==> src/rtl/de_sram_driver.sv <==
// de_sram_driver: drawing-engine memory responder for a 32-bit async SRAM.
// Takes one de_req transaction at a time. It runs a timed read or a
// setup/strobe/hold write on the SRAM pins, then returns a one-cycle de_ack.
// Every output is registered. The FSM state is exported on dbg_state for checkers.
//
// Handshake: de_req is a level request. The requester holds de_req and its
// fields stable until accepted. Acceptance is any rising edge where the FSM is
// IDLE and de_req=1. de_ack is a single-cycle completion pulse, and it is
// always followed by at least one IDLE cycle with de_ack=0. A de_req still high
// in that IDLE cycle is accepted as a new transaction on the edge that ends it.
module de_sram_driver #(
  parameter int RD_WAIT = 2,
  parameter int WR_WAIT = 2
) (
  input  logic        clk,
  input  logic        reset,
  input  logic        de_req,
  output logic        de_ack,
  input  logic        de_rnw,
  input  logic [17:0] de_addr,
  input  logic [3:0]  de_nbyte,
  input  logic [31:0] de_data,
  output logic [31:0] de_rd_data,
  output logic [17:0] sram_addr,
  output logic [31:0] sram_wdata,
  output logic        sram_data_oe,
  input  logic [31:0] sram_rdata,
  output logic        sram_ncs,
  output logic        sram_noe,
  output logic        sram_nwe,
  output logic [3:0]  sram_nbe,
  output logic [2:0]  dbg_state
);

  // Encoding is visible on dbg_state: 0 IDLE, 1 READ, 2 WSETUP, 3 WSTROBE, 4 WHOLD, 5 ACK
  typedef enum logic [2:0] {
    S_IDLE    = 3'd0,
    S_READ    = 3'd1,
    S_WSETUP  = 3'd2,
    S_WSTROBE = 3'd3,
    S_WHOLD   = 3'd4,
    S_ACK     = 3'd5
  } state_t;

  // The down-counter reaches zero in the last cycle of READ or WSTROBE
  localparam logic [3:0] RD_CNT = 4'(RD_WAIT - 1);
  localparam logic [3:0] WR_CNT = 4'(WR_WAIT - 1);

  state_t      state_q, state_d;
  logic [3:0]  cnt_q, cnt_d;
  logic [3:0]  nbyte_q, nbyte_d;
  logic [17:0] addr_d;
  logic [31:0] wdata_d;
  logic [31:0] rd_data_d;
  logic        ncs_d, noe_d, nwe_d, oe_d, ack_d;
  logic [3:0]  nbe_d;

  assign dbg_state = state_q;

  // Next state, latched request fields and the read-data capture
  always_comb begin
    state_d   = state_q;
    cnt_d     = cnt_q;
    nbyte_d   = nbyte_q;
    addr_d    = sram_addr;
    wdata_d   = sram_wdata;
    rd_data_d = de_rd_data;
    case (state_q)
      S_IDLE: begin
        if (de_req) begin
          addr_d  = de_addr;
          nbyte_d = de_nbyte;
          if (de_rnw) begin
            state_d = S_READ;
            cnt_d   = RD_CNT;
          end else begin
            state_d = S_WSETUP;
            wdata_d = de_data;
          end
        end
      end
      S_READ: begin
        if (cnt_q == 4'd0) begin
          rd_data_d = sram_rdata;
          state_d   = S_ACK;
        end else begin
          cnt_d = cnt_q - 4'd1;
        end
      end
      S_WSETUP: begin
        state_d = S_WSTROBE;
        cnt_d   = WR_CNT;
      end
      S_WSTROBE: begin
        if (cnt_q == 4'd0) begin
          state_d = S_WHOLD;
        end else begin
          cnt_d = cnt_q - 4'd1;
        end
      end
      S_WHOLD: state_d = S_ACK;
      S_ACK:   state_d = S_IDLE;
      default: state_d = S_IDLE;
    endcase
  end

  // Pin values for the coming cycle are decoded from the next state, so the pins can be registered
  always_comb begin
    ncs_d = 1'b1;
    noe_d = 1'b1;
    nwe_d = 1'b1;
    oe_d  = 1'b0;
    nbe_d = 4'hf;
    ack_d = 1'b0;
    case (state_d)
      S_READ: begin
        ncs_d = 1'b0;
        noe_d = 1'b0;
        nbe_d = 4'h0;
      end
      S_WSETUP: begin
        ncs_d = 1'b0;
        oe_d  = 1'b1;
      end
      S_WSTROBE: begin
        ncs_d = 1'b0;
        oe_d  = 1'b1;
        nbe_d = nbyte_d;
        // With no lanes enabled the strobe is suppressed, but the timing is unchanged
        nwe_d = (nbyte_d == 4'hf);
      end
      S_WHOLD: begin
        ncs_d = 1'b0;
        oe_d  = 1'b1;
      end
      S_ACK:   ack_d = 1'b1;
      default: ack_d = 1'b0;
    endcase
  end

  // State, counter and latched byte enables
  always_ff @(posedge clk or posedge reset) begin
    if (reset) begin
      state_q <= S_IDLE;
      cnt_q   <= 4'd0;
      nbyte_q <= 4'hf;
    end else begin
      state_q <= state_d;
      cnt_q   <= cnt_d;
      nbyte_q <= nbyte_d;
    end
  end

  // Registered pins and requester outputs
  always_ff @(posedge clk or posedge reset) begin
    if (reset) begin
      de_ack       <= 1'b0;
      de_rd_data   <= 32'h0;
      sram_addr    <= 18'h0;
      sram_wdata   <= 32'h0;
      sram_data_oe <= 1'b0;
      sram_ncs     <= 1'b1;
      sram_noe     <= 1'b1;
      sram_nwe     <= 1'b1;
      sram_nbe     <= 4'hf;
    end else begin
      de_ack       <= ack_d;
      de_rd_data   <= rd_data_d;
      sram_addr    <= addr_d;
      sram_wdata   <= wdata_d;
      sram_data_oe <= oe_d;
      sram_ncs     <= ncs_d;
      sram_noe     <= noe_d;
      sram_nwe     <= nwe_d;
      sram_nbe     <= nbe_d;
    end
  end

endmodule

==> config.mk <==
export PLATFORM = sky130hd
export DESIGN_NAME = de_sram_driver
export DESIGN_NICKNAME = d
export VERILOG_FILES = /design/src/rtl/de_sram_driver.sv
export SDC_FILE = /design/constraint.sdc
export NUM_CORES = 1
export LEC_CHECK = 0
export CAP_MARGIN = 10
export CORE_MARGIN = 2
export CORE_UTILIZATION = 43
export DETAILED_ROUTE_END_ITERATION = 12
export HOLD_SLACK_MARGIN = 0.02
export PLACE_DENSITY = 0.91
export REMOVE_ABC_BUFFERS = 1
export SYNTH_ARGS = -nofsm -noshare
export SYNTH_HDL_FRONTEND = slang
export SYNTH_SLANG_ARGS = --single-unit
==> constraint.sdc <==
create_clock -name clk -period 8.7 [get_ports clk]
set_clock_uncertainty 0.2 [all_clocks]
set_input_delay 1.74 -clock clk [delete_from_list [all_inputs] [get_ports clk]]
set_output_delay 1.74 -clock clk [all_outputs]
set_load 0.05 [all_outputs]
==> results of run 1 <==
## through the flow
step	instance area [um2]	worst slack (ps)
after CTS	6140	4720
after global placement	5930	4830
after floorplan	3940	4100
after detailed placement	5930	4730
final	6140	4720
after global routing	6140	4620
## power breakdown
part           total [mW]  switching (mW)  leakage (nW)  internal [mW]
Clock               0.310           0.165         0.102          0.145
Sequential          0.866           0.138          1.20          0.727
Combinational        1.66            1.04          1.25          0.620
Total                2.84            1.35          2.56           1.49
## layout by cell type, fill, tap and decap left out, types with 2 or more instances in the layout
| cell type | instances |
|---|---|
| o21ai_1 | 2 |
| mux2_2 | 75 |
| or2_2 | 2 |
| dfrtp_1 | 91 |
| nand2_2 | 2 |
| nand2_1 | 4 |
| a21oi_1 | 3 |
| dfstp_2 | 11 |
| mux2_1 | 8 |
| buf_4 | 2 |
| inv_1 | 8 |
| mux2i_1 | 6 |
| clkbuf_8 | 10 |
| nor2_1 | 6 |
| o21bai_1 | 2 |
| nor4b_1 | 2 |
| clkdlybuf4s50_1 | 183 |
| ha_1 | 2 |
| o21ai_0 | 7 |
## cells by family (layout without fill, tap and decap cells)
kind of cell	after synthesis	after routing	share of synthesized area [%]
flops	102	102	63.7
mux	89	89	24.7
simple gates	26	26	4.62
buf+inv	21	210	3.07
compound gates	20	20	3.35
fa+ha+maj	2	2	0.621
## worst paths after layout
kind | from | to | slack (ps) | cells past startpoint
worst max-delay path | dbg_state[2] | dbg_state[2] | 4720 | 1
worst min-delay path | sram_wdata[8] | sram_wdata[8] | 300 | 1
worst max register to register | dbg_state[0] | de_rd_data[18] | 6220 | 3
worst min register to register | sram_wdata[8] | sram_wdata[8] | 300 | 1
max in group asynchronous | reset | sram_wdata[17] | 5580 | 3
min in group asynchronous | reset | de_rd_data[1] | 1600 | 2
## layer usage
metal,vias to the layer above,routed length (um)
li1,1280,-
met1,1383,3760
met2,100,4860
met3,6,532
met4,0,77
met5,-,0
## sequential cells by signal, indices dropped and copies added, names as in the netlist
| signal | flops |
|---|---|
| cnt_q | 4 |
| sram_wdata | 32 |
| sram_data_oe | 1 |
| sram_nbe | 4 |
| de_rd_data | 32 |
| sram_noe | 1 |
| sram_ncs | 1 |
| de_ack | 1 |
| sram_addr | 18 |
| sram_nwe | 1 |
| nbyte_q | 4 |
| dbg_state | 3 |
## layout make-up
class	instances	area, um2	share of cell area (%)
clock buffers	11	141	2.30
clock inverters	5	66.3	1.08
inverters	9	36.3	0.591
multi-input cells	137	1340	21.9
flip-flops and latches	102	2570	41.8
well taps	111	139	2.26
repair buffers	185	1850	30.1
==> impl_metrics.toml, run 1 <==
[clock_network]
hold_buffers = 0
clk-insertion-delay-late_ps = 350
postCtsSetupBuffers = 0
cts_made_buffers = 9
cts_resized = 0
ctsLongestPathBuffers = 2
root_buffer = "clkbuf_8"
cts_sinks = 102
clk_pin_slew_ps = 90
cts_tree = "done"
cts.htree.levels = 3

[power]
p_total_mw = 2.84
power_density_nw_per_um2 = 463
p_leak_nw = 2.56
irDropWorstVdd_uv = 242

[yosys]
yosysMostFrequentCell = "dfrtp_1"
yosysSeqAreaShare_pct = 63.7
synth_top_area_share_pct = 56.5
syn_inst = 260
ys_warn_count = 0
ys.flop_type = "dfrtp_1"
syn-cell-area_um2 = 4030
synth_seq_cells = 102
synth.area.top_cells = "dfrtp_1 (56%), mux2_2 (21%), dfstp_2 (7.2%)"
synth.distinct_cells = 35
synth_area_leader_cell = "dfrtp_1"
async_flop_share_pct = 100
synthTopCellsByCount = "dfrtp_1 (91), mux2_2 (75), dfstp_2 (11)"
synth-edff-count = 0
synth.avg_cell_area_um2 = 15.5

[routing]
dr.pass1.iters = 5
vias = 2769
drt-wirelength-per-cell_um = 16.5
drcViolationCount = 0
totalWireLength_mm = 9.23
drt_iter0_drc = 44
viasPerCell = 4.94
postRouteAntennaNets = 0

[place]
dp.cells = 544
dp_hpwl_mm = 6.87
portBuffers = 183
finalWeightedCongestion = 0.800

[layout]
fillers = 663
antenna_cells = 0
drive_above_1_share_pct = 25.8
instances_no_fill = 560
fin_nets = 536
area_growth_syn_to_layout_pct = 52.2
fin_util_pct = 67.1

[grt]
grt_pass1_vias = 2841
grt_pass1_wl_mm = 14.3
grt_max_degree = 57
grt_overflow = 0
grt.busiest_layer = "met2"
grt_util_met2_pct = 31.8
grtUsageMet3_pct = 4.30
antenna_found_initial = 0
use_met1_pct = 22.5
grt_use_total_pct = 18.2

[floorplan]
start_util_pct = 44.0
num_rows = 35
io_pins = 184
dieArea_um2 = 10200
fp.coreArea_um2 = 9150
die_w_um = 101
die_h_um = 101

[sta]
worst_pin_slew_ps = 745
slew_viol_final = 0
timing.final.crit_share_pct = 45.8
relSlewSlack_pct = 50.1
max_clock_freq_ghz = 0.251
hold_viol = 0
setup_tns_ps = 0
setup_viol = 0
whs_ps = 300
rsz0062_at_grt = "false"
min_period_ps = 3980

[status]
outcome = "finished, final reports clean"

[critical_path]
path_cells = "clkdlybuf4s50_1"
endpoint_kind = "primary output"
cp_data_required_time_ps = 6760
cp.arrival_ps = 2040
cp_num_buf_inv = 1
critPathLaunchType = "flop"
max_stage_delay_ps = 930
critical_path_class = "flop to primary output"
cpLargestDelayFamily = "buffers and inverters"
slowest_stage = "clkdlybuf4s50_1"
critPathMaxFanout = 17

[flow_run]
maxCapViolations = 0

[min_path]
hold_path_class = "flop to flop"
Note: power is estimated with default switching activity, not from simulation.
==> run 2, diff against run 1 <==
--- a/config.mk
+++ b/config.mk
@@ -7,10 +7,10 @@
 export LEC_CHECK = 0
 export CAP_MARGIN = 10
 export CORE_MARGIN = 2
-export CORE_UTILIZATION = 43
+export CORE_UTILIZATION = 41
 export DETAILED_ROUTE_END_ITERATION = 12
 export HOLD_SLACK_MARGIN = 0.02
-export PLACE_DENSITY = 0.91
+export PLACE_DENSITY = 0.87
 export REMOVE_ABC_BUFFERS = 1
 export SYNTH_ARGS = -nofsm -noshare
 export SYNTH_HDL_FRONTEND = slang
==> constraint.sdc (replaced) <==
create_clock -name clk -period 4 [get_ports clk]
set_clock_uncertainty 0.2 [all_clocks]
set_input_delay 0.8 -clock clk [delete_from_list [all_inputs] [get_ports clk]]
set_output_delay 0.8 -clock clk [all_outputs]
set_load 0.05 [all_outputs]
==> run 2 against run 1 <==
Die area up 4.7%. First-iteration DRC count grew 95%. Sequential share of layout area is 0.34 points lower. Sequential power increased by 120%. Global-route usage fell by 0.71 points. Non-clock buffer count up 2. Critical path type unchanged. Combinational power is 120% higher. Clock-buffer cell count increased by 1. Hold slack lost 2.3 ps.
==> impl_metrics.toml, run 2 (synthesis gave the netlist of run 1 again) <==
[clock_network]
cts.htree.levels = 3
cts_made_buffers = 9
cts_resized = 0
cts_sinks = 102
clk-insertion-delay-late_ps = 350
root_buffer = "clkbuf_8"
cts_tree = "done"
hold_buffers = 0
clk_pin_slew_ps = 90
ctsLongestPathBuffers = 2
postCtsSetupBuffers = 0

[grt]
grt_overflow = 0
grt_pass1_vias = 2868
grt_use_total_pct = 17.5
grt_pass1_wl_mm = 14.2
antenna_found_initial = 0
grt_max_degree = 59

[sta]
relSlewSlack_pct = 48.8
timing.final.crit_share_pct = 76.5
worst_pin_slew_ps = 765
setup_ws_ps = 941
max_clock_freq_ghz = 0.327
setup_viol = 0
slew_viol_final = 0
hold_viol = 0
setup_tns_ps = 0
rsz0062_at_grt = "false"
min_period_ps = 3060

[routing]
drt-wirelength-per-cell_um = 16.1
viasPerCell = 4.82
dr.pass1.iters = 4
totalWireLength_mm = 9.39
vias = 2814
postRouteAntennaNets = 0
drcViolationCount = 0
drt_iter0_drc = 86

[critical_path]
cpLargestDelayFamily = "buffers and inverters"
r2r-start = "dbg_state[0]"
cp.arrival_ps = 2060
slowest_stage = "clkdlybuf4s50_1"
r2r_end = "de_rd_data[19]"
path_cells = "clkdlybuf4s50_1"
max_stage_delay_ps = 940
critPathMaxFanout = 17
r2r_cells = 3
critical_path_class = "flop to primary output"
r2r_slack_ps = 1480
critPathLaunchType = "flop"
endpoint_kind = "primary output"
cp_data_required_time_ps = 3000
cp_num_buf_inv = 1

[power]
p_leak_nw = 2.57
comb_power_share_pct = 58.3
pwr-share-clk_pct = 11.2
power_density_nw_per_um2 = 1000
swShare_pct = 46.8
seq_power_share_pct = 30.5
p_switching_mw = 2.91
irDropWorstVdd_uv = 676
p_total_mw = 6.21
p_int_mw = 3.30

[place]
finalWeightedCongestion = 0.837
dp_hpwl_mm = 7.03
pre_cts_ws_ps = 1010
portBuffers = 183

[min_path]
holdPathStages = 1
holdCritStartpoint = "de_rd_data[20]"
hold_path_class = "flop to flop"
hold_end = "de_rd_data[20]"

[layout]
drive_above_1_share_pct = 25.9
final_common_cell = "clkdlybuf4s50_1"
layout_common_cells = "clkdlybuf4s50_1 (183), dfrtp_1 (91), mux2_2 (75), dfstp_2 (11), clkbuf_8 (10)"
area_growth_syn_to_layout_pct = 53.5
antenna_cells = 0
fin_nets = 538
reg_top3 = "de_rd_data x32, sram_wdata x32, sram_addr x18"
fin_util_pct = 64.2

[floorplan]
die_h_um = 103
dieArea_um2 = 10600
die_w_um = 103
start_util_pct = 41.8
fp.coreArea_um2 = 9640
io_pins = 184
num_rows = 36

[flow_run]
maxCapViolations = 0

[status]
outcome = "finished, final reports clean"
[run 2: changes by cell type in the layout (fill, tap and decap cells not counted), sizes merged]
cell / delta
inv: -2
bufinv: +1
clkinvlp: -1
clkinv: +1
clkbuf: +1
buf: +2
[run 2: cell type report]
type | count | area, um2
clock inverters | 4 | 70.1
inverters | 9 | 36.3
repair buffers | 187 | 1860
fillers | 768 | 3450
well taps | 133 | 166
clock buffers | 12 | 145
multi-input cells | 137 | 1340
flip-flops and latches | 102 | 2570
[run 2: routing by layer]
layer / vias to the layer above / GRT usage [%] / routed length [um]
met5: - / 0 / 0
met4: 0 / 6.78 / 119
met3: 11 / 3.86 / 573
met2: 95 / 30.9 / 5090
met1: 1424 / 20.9 / 3600
li1: 1284 / - / -
[run 2: metrics by stage]
step                instance area, um2  hold WS [ps]  instances
detailed placement                5970           281        568
global placement                  5970           273        568
finish                            6190           298        584
CTS                               6190           302        584
floorplan                         3940           319        248
global route                      6190           315        584
[run 2: how the worst max path moves through the flow]
stage,cells past startpoint,slack [ps],start,end
floorplan,1,340,reset,cnt_q[0]
global placement,4,1090,de_req,sram_wdata[8]
detailed placement,4,1010,de_req,sram_wdata[2]
CTS,1,940,dbg_state[2],dbg_state[2]
global route,1,880,dbg_state[2],dbg_state[2]
finish,1,940,dbg_state[2],dbg_state[2]
[run 2: power groups by stage]
stage               clock network (mW)  registers, mW  logic, mW
finish                           0.697           1.89       3.62
global route                     0.763           1.96       3.78
CTS                              0.720           1.90       3.65
detailed placement                   0           1.91       3.64
global placement                     0           1.88       3.58
floorplan                            0           3.53      0.752
==> run 3, diff against run 2 <==
--- a/config.mk
+++ b/config.mk
@@ -7,10 +7,10 @@
 export LEC_CHECK = 0
 export CAP_MARGIN = 10
 export CORE_MARGIN = 2
-export CORE_UTILIZATION = 41
+export CORE_UTILIZATION = 37
 export DETAILED_ROUTE_END_ITERATION = 12
 export HOLD_SLACK_MARGIN = 0.02
-export PLACE_DENSITY = 0.87
+export PLACE_DENSITY = 0.84
 export REMOVE_ABC_BUFFERS = 1
 export SYNTH_ARGS = -nofsm -noshare
 export SYNTH_HDL_FRONTEND = slang
==> constraint.sdc (replaced) <==
create_clock -name clk -period 2.5 [get_ports clk]
set_clock_uncertainty 0.2 [all_clocks]
set_input_delay 0.5 -clock clk [delete_from_list [all_inputs] [get_ports clk]]
set_output_delay 0.5 -clock clk [all_outputs]
set_load 0.05 [all_outputs]
==> run 3 against run 2 <==
Sequential cell count did not move. Routed wire length rose by 0.79%. Worst setup slack got worse by 830 ps. Critical path type unchanged. Largest cell class unchanged. Die area rose by 10%. Combinational power rose by 62%. Critical path depth did not move. Register-to-register slack got worse by 1100 ps. Clock-buffer cell count did not move. Design area rose by 0.55%.
==> impl_metrics.toml, run 3 (synthesis gave the netlist of run 1 again) <==
[sta]
timing.final.crit_share_pct = 95.7
slew_viol_final = 0
setup_tns_ps = 0
min_period_ps = 2390
whs_ps = 296
rsz0062_at_grt = "false"
worst_pin_slew_ps = 557
relSlewSlack_pct = 62.7
hold_viol = 0
max_clock_freq_ghz = 0.418
setup_viol = 0

[routing]
dr.pass1.iters = 4
drt-wirelength-per-cell_um = 15.9
drt_iter0_drc = 80
viasPerCell = 4.68
drcViolationCount = 0
vias = 2796
totalWireLength_mm = 9.47
postRouteAntennaNets = 0

[clock_network]
hold_buffers = 0
clk_pin_slew_ps = 90
cts_tree = "done"
postCtsSetupBuffers = 0
cts_resized = 0
ctsLongestPathBuffers = 2
root_buffer = "clkbuf_8"
cts.htree.levels = 3
cts_made_buffers = 9
clk-insertion-delay-late_ps = 350
cts_sinks = 102

[layout]
fin_nets = 544
fillers = 880
area_growth_syn_to_layout_pct = 54.3
final_common_cell = "clkdlybuf4s50_1"
drive_above_1_share_pct = 27.8
reg_top3 = "de_rd_data x32, sram_wdata x32, sram_addr x18"
layout_common_cells = "clkdlybuf4s50_1 (179), dfrtp_1 (91), mux2_2 (75), dfstp_2 (11), buf_4 (11)"
antenna_cells = 0

[critical_path]
r2r_slack_ps = 390
path_cells = "clkdlybuf4s50_1"
critPathLaunchType = "flop"
critical_path_class = "flop to primary output"
max_stage_delay_ps = 820
slowest_stage = "clkdlybuf4s50_1"
r2r_end = "de_rd_data[3]"
r2r-start = "cnt_q[0]"
critPathMaxFanout = 1
endpoint_kind = "primary output"
cpLargestDelayFamily = "buffers and inverters"
cp_data_required_time_ps = 1800
cp_num_buf_inv = 1
r2r_cells = 6
cp.arrival_ps = 1690

[grt]
grt_pass1_wl_mm = 14.5
grt_max_degree = 40
grt_use_total_pct = 16.0
grt_pass1_vias = 2991
antenna_found_initial = 0
grt_overflow = 0

[floorplan]
io_pins = 184
fp.coreArea_um2 = 10700
die_h_um = 108
dieArea_um2 = 11700
die_w_um = 108
start_util_pct = 37.5
num_rows = 38

[power]
power_density_nw_per_um2 = 1570
irDropWorstVdd_uv = 852
p_leak_nw = 2.60

[flow_run]
maxCapViolations = 0

[place]
dp_hpwl_mm = 7.26
finalWeightedCongestion = 0.766
portBuffers = 183

[min_path]
hold_path_class = "input port to asynchronous set/reset pin"

[status]
outcome = "finished, final reports clean"
run 3: changes by cell type in the layout (fill, tap and decap cells not counted), sizes merged:
cell / previous run / this run
buf: 4 / 14
clkdlybuf4s50: 183 / 179
bufinv: 2 / 0
clkinv: 2 / 3
clkinvlp: 0 / 1
run 3: worst max path at each step:
stage,cells past startpoint,from,endpoint
final,1,sram_noe,sram_noe
after global routing,1,sram_nbe[0],sram_nbe[0]
after CTS,1,sram_noe,sram_noe
after detailed placement,5,de_rnw,sram_wdata[4]
after global placement,5,de_rnw,sram_wdata[8]
after floorplan,1,reset,cnt_q[0]
run 3: worst register-to-register path, cell delays in order, from the launching register on:
cell	delay (ps)
dfrtp_1	390
inv_1	80
ha_1	210
and4bb_2	280
nand2_2	80
buf_4	350
mux2_2	410
run 3: area by class of cell:
cell class	instances	area, um2	area share (%)
clock inverters	4	22.5	0.362
flip-flops and latches	102	2570	41.3
clock buffers	12	145	2.33
inverters	9	36.3	0.583
repair buffers	193	1930	31.1
well taps	140	175	2.82
multi-input cells	137	1340	21.6
run 3: where the power goes:
part	total (mW)	switching [mW]	internal, mW
clock	0.904	0.519	0.386
sequential	2.99	0.452	2.53
combinational	5.87	3.68	2.19
run 3: stage by stage:
| stage | util [%] | cell area [um2] | total power, mW | setup slack (ps) | cells |
|---|---|---|---|---|---|
| 4_1_cts | 57.9 | 6220 | 9.87 | 79.0 | 597 |
| 5_1_grt | 57.9 | 6220 | 10.2 | 55.2 | 597 |
| 2_1_floorplan | - | 3940 | 6.85 | -857 | 248 |
| 3_3_place_gp | 56.3 | 6050 | 8.79 | 289 | 581 |
| 3_5_place_dp | 56.3 | 6050 | 8.94 | 267 | 581 |
| 6_report | 57.9 | 6220 | 9.76 | 108 | 597 |
run 3: metal layers:
layer | up-vias | wire, um | global-route usage [%] | share of wire (%)
li1 | 1293 | - | - | -
met1 | 1369 | 3680 | 17.9 | 39
met2 | 113 | 4800 | 27.9 | 51
met3 | 21 | 755 | 5.49 | 8.0
met4 | 0 | 237 | 6.68 | 2.5
met5 | - | 0 | 0 | 0
